$ cat src/rtl/sha256_job_scheduler.sv
// Job queue and dispatcher for a bank of SHA-256 engines with round-robin completion return.
// Optional per-job watchdog enabled by defining SHA_SCHED_TIMEOUT_EN.
module sha256_job_scheduler #(
    parameter int NUM_CORES      = 4,
    parameter int FIFO_DEPTH     = 8,
    parameter int TIMEOUT_CYCLES = 2048
) (
    input  logic                            clk,
    input  logic                            reset,
    input  logic                            job_valid,
    output logic                            job_ready,
    input  logic [15:0]                     job_msg_addr,
    input  logic [15:0]                     job_out_addr,
    output logic [NUM_CORES-1:0]            core_start,
    output logic [16*NUM_CORES-1:0]         core_msg_addr,
    output logic [16*NUM_CORES-1:0]         core_out_addr,
    input  logic [NUM_CORES-1:0]            core_done,
    output logic                            cpl_valid,
    input  logic                            cpl_ready,
    output logic [$clog2(NUM_CORES)-1:0]    cpl_core,
    output logic [15:0]                     cpl_out_addr,
    output logic                            cpl_error,
    output logic [$clog2(FIFO_DEPTH):0]     pending,
    output logic                            busy
);

    localparam int CW = $clog2(NUM_CORES);
    localparam int PW = $clog2(FIFO_DEPTH);

    typedef enum logic [2:0] {
        S_IDLE,
        S_START,
        S_ACK,
        S_RUN,
        S_CPL
    } state_t;

    state_t state     [NUM_CORES];
    state_t state_nxt [NUM_CORES];

    logic [15:0] q_msg [FIFO_DEPTH];
    logic [15:0] q_out [FIFO_DEPTH];
    logic [PW:0] wr_ptr, rd_ptr;
    logic        empty, full, push;

    logic [15:0] eng_msg [NUM_CORES];
    logic [15:0] eng_out [NUM_CORES];

    logic [CW-1:0]        disp_ptr, disp_grant, d_idx;
    logic [CW-1:0]        cpl_ptr, cpl_grant, c_idx;
    logic                 disp_any, cpl_any, hs;
    logic [NUM_CORES-1:0] elig, cand, tmo, err, not_idle;

    function automatic logic [CW-1:0] inc(input logic [CW-1:0] p);
        return (p == CW'(NUM_CORES - 1)) ? '0 : p + CW'(1);
    endfunction

    assign pending   = wr_ptr - rd_ptr;
    assign empty     = (wr_ptr == rd_ptr);
    assign full      = (pending == (PW+1)'(FIFO_DEPTH));
    assign job_ready = !full;
    assign push      = job_valid && job_ready;
    assign hs        = cpl_valid && cpl_ready;
    assign busy      = !empty || (|not_idle);

    always_comb begin
        elig       = '0;
        cand       = '0;
        not_idle   = '0;
        core_start = '0;
        for (int i = 0; i < NUM_CORES; i++) begin
            elig[i]       = !empty && (state[i] == S_IDLE) && core_done[i];
            // exclude the engine already on the completion port
            cand[i]       = (state[i] == S_CPL) &&
                            !(cpl_valid && (cpl_core == CW'(i)));
            not_idle[i]   = (state[i] != S_IDLE);
            core_start[i] = (state[i] == S_START);
            core_msg_addr[16*i +: 16] = eng_msg[i];
            core_out_addr[16*i +: 16] = eng_out[i];
        end
    end

    always_comb begin
        disp_any   = 1'b0;
        disp_grant = '0;
        d_idx      = disp_ptr;
        for (int k = 0; k < NUM_CORES; k++) begin
            if (!disp_any && elig[d_idx]) begin
                disp_any   = 1'b1;
                disp_grant = d_idx;
            end
            d_idx = inc(d_idx);
        end
    end

    // on a handshake the pointer moves past the winner in the same cycle
    always_comb begin
        cpl_any   = 1'b0;
        cpl_grant = '0;
        c_idx     = hs ? inc(cpl_core) : cpl_ptr;
        for (int k = 0; k < NUM_CORES; k++) begin
            if (!cpl_any && cand[c_idx]) begin
                cpl_any   = 1'b1;
                cpl_grant = c_idx;
            end
            c_idx = inc(c_idx);
        end
    end

    always_comb begin
        for (int i = 0; i < NUM_CORES; i++) begin
            state_nxt[i] = state[i];
            unique case (state[i])
                S_IDLE:  if (disp_any && disp_grant == CW'(i))
                             state_nxt[i] = S_START;
                S_START: state_nxt[i] = S_ACK;
                S_ACK:   if (tmo[i])             state_nxt[i] = S_CPL;
                         else if (!core_done[i]) state_nxt[i] = S_RUN;
                S_RUN:   if (core_done[i] || tmo[i])
                             state_nxt[i] = S_CPL;
                S_CPL:   if (hs && cpl_core == CW'(i))
                             state_nxt[i] = S_IDLE;
                default: state_nxt[i] = S_IDLE;
            endcase
        end
    end

    always_ff @(posedge clk) begin
        if (reset) begin
            for (int i = 0; i < NUM_CORES; i++) state[i] <= S_IDLE;
        end else begin
            for (int i = 0; i < NUM_CORES; i++) state[i] <= state_nxt[i];
        end
    end

    always_ff @(posedge clk) begin
        if (push) begin
            q_msg[wr_ptr[PW-1:0]] <= job_msg_addr;
            q_out[wr_ptr[PW-1:0]] <= job_out_addr;
        end
    end

    always_ff @(posedge clk) begin
        if (reset) begin
            wr_ptr       <= '0;
            rd_ptr       <= '0;
            disp_ptr     <= '0;
            cpl_ptr      <= '0;
            cpl_valid    <= 1'b0;
            cpl_core     <= '0;
            cpl_out_addr <= '0;
            cpl_error    <= 1'b0;
            for (int i = 0; i < NUM_CORES; i++) begin
                eng_msg[i] <= '0;
                eng_out[i] <= '0;
            end
        end else begin
            if (push) wr_ptr <= wr_ptr + 1'b1;
            if (disp_any) begin
                rd_ptr              <= rd_ptr + 1'b1;
                eng_msg[disp_grant] <= q_msg[rd_ptr[PW-1:0]];
                eng_out[disp_grant] <= q_out[rd_ptr[PW-1:0]];
                disp_ptr            <= inc(disp_grant);
            end
            if (hs) cpl_ptr <= inc(cpl_core);
            if (cpl_any && (!cpl_valid || hs)) begin
                cpl_valid    <= 1'b1;
                cpl_core     <= cpl_grant;
                cpl_out_addr <= eng_out[cpl_grant];
                cpl_error    <= err[cpl_grant];
            end else if (hs) begin
                cpl_valid <= 1'b0;
            end
        end
    end

`ifdef SHA_SCHED_TIMEOUT_EN
    localparam int TW = $clog2(TIMEOUT_CYCLES + 1);

    logic [TW-1:0] tcnt [NUM_CORES];

    always_comb begin
        tmo = '0;
        for (int i = 0; i < NUM_CORES; i++)
            tmo[i] = ((state[i] == S_ACK) || (state[i] == S_RUN)) &&
                     (tcnt[i] == TW'(TIMEOUT_CYCLES - 1));
    end

    // a normal finish on the limit cycle wins over the watchdog
    always_ff @(posedge clk) begin
        if (reset) begin
            err <= '0;
            for (int i = 0; i < NUM_CORES; i++) tcnt[i] <= '0;
        end else begin
            for (int i = 0; i < NUM_CORES; i++) begin
                if (state[i] == S_START) begin
                    tcnt[i] <= '0;
                    err[i]  <= 1'b0;
                end else if (state[i] == S_ACK || state[i] == S_RUN) begin
                    tcnt[i] <= tcnt[i] + 1'b1;
                    if (tmo[i] && !(state[i] == S_RUN && core_done[i]))
                        err[i] <= 1'b1;
                end
            end
        end
    end
`else
    assign tmo = '0;
    assign err = '0;
`endif

endmodule

$ cat config.mk
export PLATFORM = sky130hd
export DESIGN_NAME = sha256_job_scheduler
export DESIGN_NICKNAME = d
export VERILOG_FILES = /design/src/rtl/sha256_job_scheduler.sv
export SDC_FILE = /design/constraint.sdc
export NUM_CORES = 1
export LEC_CHECK = 0
export BUFFER_PORTS_ARGS = -buffer_cell sky130_fd_sc_hd__buf_2
export CAP_MARGIN = 15
export CORE_MARGIN = 1
export CORE_UTILIZATION = 55
export CTS_BUF_LIST = sky130_fd_sc_hd__clkbuf_8
export CTS_CLUSTER_DIAMETER = 60
export DETAILED_ROUTE_END_ITERATION = 10
export PLACE_DENSITY = 0.87
export SETUP_SLACK_MARGIN = 0.2
export SLEW_MARGIN = 20
export SYNTH_ARGS = -nofsm -noshare
export SYNTH_HDL_FRONTEND = slang
export SYNTH_SLANG_ARGS = --single-unit
$ cat constraint.sdc
create_clock -name clk -period 5.55 [get_ports clk]
set_input_delay 0.8325 -clock clk [delete_from_list [all_inputs] [get_ports clk]]
set_output_delay 0.8325 -clock clk [all_outputs]
set_load 0.01 [all_outputs]
Word level (Yosys, flattened, before mapping):

Memory sizes are Yosys's and may differ from the RTL's. A register that Yosys moved wholly into a read port is not among the register bits.
Index checks and enable logic that the tools add are counted.

* register bits: 16
* latch bits: 0
* memory bits (writable): 396
* ROM bits: 0
* output and inout port bits: 158
* word-level logic and storage cells: 215
* memories: 5

Memory list
* q_msg: depth 8, width 16, rd ports 1, clocked after Yosys merged registers in 1, wr ports 1, RTL line 41 `logic [15:0] q_msg [FIFO_DEPTH];`
* q_out: depth 8, width 16, rd ports 1, clocked after Yosys merged registers in 1, wr ports 1, RTL line 42 `logic [15:0] q_out [FIFO_DEPTH];`
* eng_msg: depth 4, width 16, rd ports 4, clocked after Yosys merged registers in 0, wr ports 4, RTL line 46 `logic [15:0] eng_msg [NUM_CORES];`
* eng_out: depth 4, width 16, rd ports 5, clocked after Yosys merged registers in 1, wr ports 4, RTL line 47 `logic [15:0] eng_out [NUM_CORES];`
* state: depth 4, width 3, rd ports 4, clocked after Yosys merged registers in 0, wr ports 4, RTL line 38 `state_t state [NUM_CORES];`

* $add $sub $neg: 11
* multiply operators: 0
* divide/modulo/power cells: 0
* $lt $le $gt $ge: 9
* equal/unequal tests: 30
* shift operators: 0
* multiplexer cells: 87
* bitwise logic cells: 4
* reductions and logical operators: 62

Operator list (count)
* 3-bit 2-to-1 mux: 24
* 3-bit case mux with 5 select lines: 4
* 2-bit 2-to-1 mux: 19
* 1-bit logical AND: 33
* 16-bit 2-to-1 mux: 2
* 16-bit OR reduction: 2
* 1-bit 2-to-1 mux: 29
* 2-bit by 3-bit less-than comparator with 1-bit output, second input constant: 9
* 3-bit by 2-bit equality test with 1-bit output, second input constant: 8
* 2-bit equality test, second input constant: 10
* 1-bit binary-select mux with 2-bit select: 9
* 2-bit by 1-bit adder with 2-bit output, second input constant: 8
* 1-bit zero test: 13
* 3-bit by 1-bit equality test with 1-bit output, second input constant: 4
* 3-bit equality test, second input constant: 4
* 3-bit zero test: 4
* 3-bit nonzero test: 4
* 4-bit by 1-bit adder with 4-bit output, second input constant: 2
* 2-bit by 1-bit equality test with 1-bit output, second input constant: 2
* 4-bit equality test: 1
* 4-bit equality test, second input constant: 1
* 2-bit zero test: 2
* 1-bit OR: 4
* 4-bit OR reduction: 1
* other kinds (3): 4

Depth between registers and ports, before layout:

Gate-level depths: netlist (run 1).

* depth in word-level cells: 21
* depth in mapped cells: 14
* depth with buffers taken out: 13

Worst setup path after synthesis (run 1):

OpenSTA, ideal clock, no wires.

* kind: flip-flop to flip-flop
* start point: register wr_ptr[0]
* end point: memory q_msg[0][0], enable pin
* arrival time: 3.773 ns
* data required time: 5.089 ns
* setup slack: 1.315 ns
* cell stages (with the launch flop): 9
* period minus slack after synthesis: 4.235 ns
* cell sequence: dfxtp_1 > inv_1 > ha_1 > fa_1 > xor2_1 > nand3_1 > o31a_1 > nand2_1 > nor3_1

* longest elaborated chain between the ends: 6

RTL lines
* start, declared: RTL line 43 `logic [PW:0] wr_ptr, rd_ptr;`
* start signal, assigned: RTL line 158 `if (push) wr_ptr <= wr_ptr + 1'b1;`
* 4-bit subtractor: RTL line 58 `assign pending = wr_ptr - rd_ptr;`
* 4-bit equality test: RTL line 60 `assign full = (pending == (PW+1)'(FIFO_DEPTH));`
* 1-bit zero test: RTL line 61 `assign job_ready = !full;`
* 1-bit logical AND: RTL line 62 `assign push = job_valid && job_ready;`
* 1-bit 2-to-1 mux: RTL line 137 `if (push) begin`
* 1-bit 2-to-1 mux (not written as such): RTL line 138 `q_msg[wr_ptr[PW-1:0]] <= job_msg_addr;`
* end, declared: RTL line 41

Several ways; a longest one is shown, not always the timed one.

==> run summary, run 1 <==
Setup violations, final: 0
Sequential share of power: 46.2%
Port Buffers: 196
RSZ-0062 raised after global routing: no
Hold_buf cts: 0
CTS buffer count: 61
TritonRoute pass-1 iters: 7
Synth Area in Compound Gates: 3.41%
Synth top area share: 67.0%
Dominant cells by area after synthesis: edfxtp_1, mux4_2, dfxtp_1, mux2i_1, nor2_1
Reg2reg end: eng_msg[1][5]
Core area: 30700 um2
Async SR Flop Fraction: 0%
Leakage power: 7.43 nW
Headroom to the max-slew limit: 37.7%
Total grt overflow: 0
DIE HEIGHT: 179 um
Beginning of the worst register-to-register path: disp_ptr[0]
TritonCTS clock tree: yes
Crit-path max FO: 34
Skew final: 0.0170 ns
# rows: 64
Synth cell count leaders: edfxtp_1, nor2_1, mux2i_1, mux4_2, dfxtp_1
Clock share of power: 22.0%
Post-Synth Adder-Cell Area: 1.21%
Main combinational cell family by area after synthesis: multiplexers
Most common cell in the netlist: edfxtp_1
Ports: 198
Worst VDD drop: 0.235 mV
Worst Setup SP: disp_ptr[0]
WP data arrival: 4.25 ns
CP max-delay cell: mux4_2
Max cap viols: 0
DR WL/cell: 22.0 um
Share of layout cells above drive strength 1: 30.9%
Initial Util: 56.1%
Global-route wire length before repair: 54.5 mm
Largest net degree at the start of global routing: 45
Worst-path clk slew: 0.06 ns
Fill cell count: 2022
Final wirelength: 37.4 mm
Clk_lat worst skew: 0.61 ns
Status: finished, final reports clean
Mux contribution to synthesized area: 12.9%
Sw Share: 34.9%
Hold Vio Cnt, Final: 0
Gp weighted congestion: 0.965
Setup crit end kind: flip-flop
Internal: 0.00684 W
Crit path largest cell delay: 0.59 ns
GRT Resource Usage Total: 23.0%
DP HPWL: 24.0 mm
EDFF count, synth: 384
Syn Nets: 1077
Hold path depth: 2
Worst setup path category: flip-flop to flip-flop
Type of the most critical hold path: flip-flop to flip-flop
Setup slack, reg-to-reg: 1.45 ns
Vias per cell: 5.89
Antenna viol nets, final: 0
Crit-path cells: ha_1, nor2_1, mux4_2, nand2_1, nand3_1, nand2b_1, buf_4, nor2_1, nand2_1, nand2b_2
Initial detailed-routing violation count: 898
Yosys reg bits: 430
Number of remaining DRC errors: 0
Max Fclk: 244 MHz
Worst r2r path cells: 10
Post-synth top flop: edfxtp_1
H-tree depth: 2
Nets: 1300
Post-synth top area cell: edfxtp_1
Setup crit end: eng_msg[1][5]
Synthesis-to-finish area growth: 15.0%
Simple-gate portion of the synthesized area: 7.67%
Post_cts resized: 0
Total number of vias: 9977
Seq/Total Area, Yosys: 72.3%
Die width: 179 um
Sum Neg Setup Slack: 0 ns
Initial antenna violation count: 9
Synth Area in XOR/XNOR: 0.407%
Crit share post-route: 73.9%
Maximum clock insertion buffer count: 3
Post-Syn Area: 17200 um2
Max-slew violations: 0
Synth unique cells: 64
Clk sinks: 430
Final setup margin: 1.45 ns
Cell area power density: 531 nW/um2
Post-Syn Instances: 1021
Clock Tree Root: clkbuf_8
Critical path required time: 5.70 ns
Actual slew at the worst max-slew pin: 0.934 ns
Vias in the first global route: 9700
Synthesized area per cell: 16.9 um2
Startpoint types: flip-flop
Comb power frac: 31.8%
DIE AREA: 32000 um2
Dpl ws: 1.12 ns
Tmin final: 4.10 ns
Sw power: 0.00367 W
Synthesis Warnings: 0
Setup Fix Bufs, Post-CTS: 0
stage by stage:
step / instances / area, um2 / power (W) / hold slack, ns / util, %
detailed placement: 1577 / 18600 / 0.00825 / 0.450 / 60.7
global route: 1690 / 19800 / 0.0110 / 0.454 / 64.5
global placement: 1577 / 18600 / 0.00812 / 0.439 / 60.7
floorplan: 1021 / 17200 / 0.00696 / 0.480 / -
CTS: 1689 / 19800 / 0.0105 / 0.444 / 64.5
finish: 1695 / 19800 / 0.0105 / 0.464 / 64.6
flip-flops by register name, summed over array words and instances (netlist names), 4 cells and up, named ones only:
signal	count
eng_msg	64
q_out	128
cpl_out_addr	16
state	12
rd_ptr	4
eng_out	64
q_msg	128
wr_ptr	4
power by group through the flow:
stage,Clock [W],Sequential (W),Combinational [W]
after floorplan,0,0.00490,0.00206
after global placement,0,0.00489,0.00323
after detailed placement,0,0.00492,0.00333
after CTS,0.00234,0.00486,0.00334
after global routing,0.00248,0.00491,0.00364
final,0.00231,0.00486,0.00335
placed cells by master, fill, tap and decap left out, types with 5 or more instances in the layout:
| cell | n |
|---|---|
| edfxtp_1 | 384 |
| buf_2 | 196 |
| nor2_1 | 159 |
| mux2i_1 | 72 |
| clkbuf_8 | 71 |
| mux4_2 | 66 |
| inv_1 | 44 |
| dfxtp_1 | 43 |
| nand2_1 | 36 |
| buf_4 | 19 |
| a21oi_1 | 18 |
| nand3_1 | 16 |
| ha_1 | 15 |
| o221ai_2 | 11 |
| and3_1 | 7 |
| nor3_1 | 7 |
| clkinv_2 | 7 |
| diode_2 | 6 |
| nor3b_1 | 6 |
| nor2b_1 | 6 |
| nor2_4 | 6 |
| xor2_1 | 5 |
| nand4_1 | 5 |
| nand2b_1 | 5 |
| o221ai_1 | 5 |
routing by layer:
metal  vias to the layer above  global-route usage, %  routed length, um
li1                       4395                      -                  -
met3                        90                   5.13               3210
met5                         -                      0                 55
met1                      4976                   30.4              14800
met2                       508                   37.3              18300
met4                         8                   9.18               1070
critical path, delay by kind of cell (launching register included):
| family | cells | cell delay (ns) |
|---|---|---|
| AND/OR/NAND/NOR | 7 | 1.96 |
| multiplexers | 1 | 0.59 |
| buffers and inverters | 1 | 0.41 |
| flip-flops | 1 | 0.40 |
| adder cells (fa/ha/maj) | 1 | 0.26 |
logic make-up (layout without fill, tap and decap cells):
group / Yosys count / count (layout)
xor+xnor: 8 / 8
fa+ha+maj: 16 / 16
flops: 430 / 430
other cells: 1 / 7
simple gates: 287 / 287
compound gates: 67 / 67
mux: 139 / 139
buf+inv: 73 / 345
cell type report:
class / count / area, um2 / area share, %
antenna: 6 / 15.0 / 0.0758
clock buffer: 71 / 977 / 4.93
clock inverter: 41 / 189 / 0.954
inverter: 18 / 67.6 / 0.341
multi-input combinational: 518 / 4480 / 22.6
sequential: 430 / 12500 / 62.9
tap: 396 / 495 / 2.50
timing repair buffer: 215 / 1120 / 5.67
worst min-delay path by stage:
stage,end,from
after detailed placement,cpl_out_addr[4],cpl_out_addr[4]
after global routing,q_msg[2][6],job_msg_addr[6]
after global placement,cpl_out_addr[12],cpl_out_addr[12]
after CTS,q_msg[2][6],job_msg_addr[6]
after floorplan,wr_ptr[0],wr_ptr[0]
final,cpl_out_addr[4],cpl_out_addr[4]
(Power assumes the default switching activity.)
==> inputs of run 2 (changes only) <==
--- a/config.mk
+++ b/config.mk
@@ -12,7 +12,7 @@
 export CTS_BUF_LIST = sky130_fd_sc_hd__clkbuf_8
 export CTS_CLUSTER_DIAMETER = 60
 export DETAILED_ROUTE_END_ITERATION = 10
-export PLACE_DENSITY = 0.87
+export PLACE_DENSITY = 0.9
 export SETUP_SLACK_MARGIN = 0.2
 export SLEW_MARGIN = 20
 export SYNTH_ARGS = -nofsm -noshare
==> constraint.sdc (replaced) <==
create_clock -name clk -period 3.6 [get_ports clk]
set_input_delay 0.54 -clock clk [delete_from_list [all_inputs] [get_ports clk]]
set_output_delay 0.54 -clock clk [all_outputs]
set_load 0.01 [all_outputs]
==> run 2 against run 1 <==
Against the previous run: hold slack got worse by 0.24 ns; power increased by 62%; clock skew increased by 0.0040 ns; critical path depth increased by 1; count of clock-buffer cells in the layout increased by 3; setup slack got worse by 1.2 ns; wire length increased by 6.3%; fmax increased by 24%; register-to-register slack got worse by 1.2 ns; sequential cell count unchanged; sequential share of layout area decreased by 2.2 points; core utilization increased by 2.4 points.
==> run summary, run 2 (same netlist as run 1, synthesis figures left out) <==
DR WL/cell: 22.9 um
Crit path largest cell delay: 0.44 ns
DIE HEIGHT: 179 um
Synthesis-to-finish area growth: 19.4%
Setup violations, final: 0
Number of remaining DRC errors: 0
Hold Vio Cnt, Final: 0
Clk_lat worst skew: 0.59 ns
TritonCTS clock tree: yes
Largest net degree at the start of global routing: 36
Type of the most critical hold path: input port to flip-flop
DIE AREA: 32000 um2
Worst-path clk slew: 0.06 ns
Ports: 198
Fill cell count: 1857
Clock Tree Root: clkbuf_8
Beginning of the worst register-to-register path: disp_ptr[0]
Critical path required time: 3.86 ns
Max-slew violations: 0
Share of layout cells above drive strength 1: 34.2%
CTS buffer count: 68
Startpoint types: flip-flop
Status: finished, final reports clean
Worst hold slack: 0.223 ns
Global-route wire length before repair: 57.5 mm
Vias in the first global route: 10200
RSZ-0062 raised after global routing: no
Hold path endpoint: q_msg[1][6]
WP data arrival: 3.58 ns
TritonRoute pass-1 iters: 5
Setup slack, reg-to-reg: 0.29 ns
Skew final: 0.0209 ns
# rows: 64
Actual slew at the worst max-slew pin: 0.805 ns
Total grt overflow: 0
Reg2reg end: eng_out[2][8]
Tmin final: 3.31 ns
Top delay family on crit path: simple AND/OR/NAND/NOR gates
Initial Util: 56.1%
Clk sinks: 430
DP HPWL: 24.4 mm
H-tree depth: 3
Dpl cell area: 19000 um2
Nets: 1335
Commonest non-fill, non-tap cells in the layout: edfxtp_1, buf_2, nor2_1, clkbuf_8, mux2i_1
Crit share post-route: 92.1%
Most Frequent Cell on Critical Path: mux2i_1
Post-route cell area: 20500 um2
Max Fclk: 302 MHz
GRT Resource Usage Total: 24.2%
Core area: 30700 um2
Vias per cell: 5.95
Die width: 179 um
Leakage power: 7.72 nW
Total number of vias: 10300
Maximum clock insertion buffer count: 3
Worst r2r path cells: 11
Max cap viols: 0
Port Buffers: 196
CP max-delay cell: or3_1
Most common cell after layout, fill and taps aside: edfxtp_1
Crit-path cells: ha_1, nor2_2, buf_4, mux2i_1, nand3_1, nand4_1, mux2i_1, o21a_1, or3_1, nand2b_2, buf_12
Worst setup path category: flip-flop to flip-flop
Worst VDD drop: 0.520 mV
Final setup margin: 0.286 ns
Hold_buf cts: 0
Cell area power density: 828 nW/um2
Headroom to the max-slew limit: 44.8%
Setup crit end kind: flip-flop
Gp weighted congestion: 0.880
Crit-path max FO: 29
Dpl ws: -0.00786 ns
Initial detailed-routing violation count: 1013
Hold path depth: 1
Initial antenna violation count: 6
Hold Crit Start: job_msg_addr[6]
Final wirelength: 39.7 mm
Antenna viol nets, final: 0
Bufs and invs on worst path: 2
-- run 2: worst register-to-register path: cells and delay by family, from the launching register on --
kind                     cells  cell delay, ns
adder cells (fa/ha/maj)      1            0.28
flip-flops                   1            0.41
AND/OR/NAND/NOR              5            1.20
AO/OA/AOI/OAI                1            0.20
multiplexers                 2            0.46
buffers and inverters        2            0.41
-- run 2: how the worst max path moves through the flow --
stage / cells past startpoint / end / slack [ns] / from
floorplan: 13 / cpl_out_addr[13] / 0.17 / cpl_ready
global placement: 12 / cpl_out_addr[9] / 0.09 / cpl_ready
detailed placement: 12 / cpl_out_addr[8] / -0.008 / cpl_ready
CTS: 14 / cpl_out_addr[6] / 0.20 / cpl_core[0]
global route: 11 / eng_out[2][8] / 0.15 / disp_ptr[0]
finish: 11 / eng_out[2][8] / 0.29 / disp_ptr[0]
-- run 2: cell type report --
class	instances	area [um2]	area share (%)
flip-flops and latches	430	12500	60.7
inverters	18	67.6	0.329
clock inverters	51	294	1.43
repair buffers	243	1590	7.73
clock buffers	74	1020	4.96
multi-input cells	518	4600	22.4
diodes	6	15.0	0.0731
well taps	396	495	2.41
-- run 2: per-stage QoR --
step                      util [%]  cells  total power (W)  TNS (ns)
after floorplan                  -   1021           0.0107         0
after global placement        61.9   1592           0.0128         0
after detailed placement      61.9   1592           0.0131  -0.00992
after CTS                     66.4   1723           0.0170         0
after global routing          67.0   1730           0.0178         0
final                         67.0   1736           0.0170         0
-- run 2: per-layer routing --
metal | up-vias | global-route usage, % | wire [um] | share of wire, %
li1 | 4484 | - | - | -
met1 | 5159 | 31.3 | 15100 | 38
met2 | 582 | 39.7 | 19800 | 50
met3 | 95 | 5.66 | 3750 | 9.4
met4 | 4 | 9.60 | 1050 | 2.6
met5 | - | 0 | 26 | 0.065
-- run 2: power by group --
group | leakage, nW | switching [W] | total [W] | internal, W
logic | 2.93 | 0.00354 | 0.00572 | 0.00218
registers | 4.03 | 0.000585 | 0.00736 | 0.00678
clock network | 0.760 | 0.00192 | 0.00393 | 0.00201
total | 7.72 | 0.00604 | 0.0170 | 0.0110
-- run 2: what timing repair did --
item / 4_1_cts / 5_1_grt
endpoints found under the setup margin: 16 / 158
resized for setup: 2 / 12
gates cloned: 0 / 3
pin swaps: 2 / 1
hold endpoints to repair: 0 / 0
buffers inserted: 6 / 4
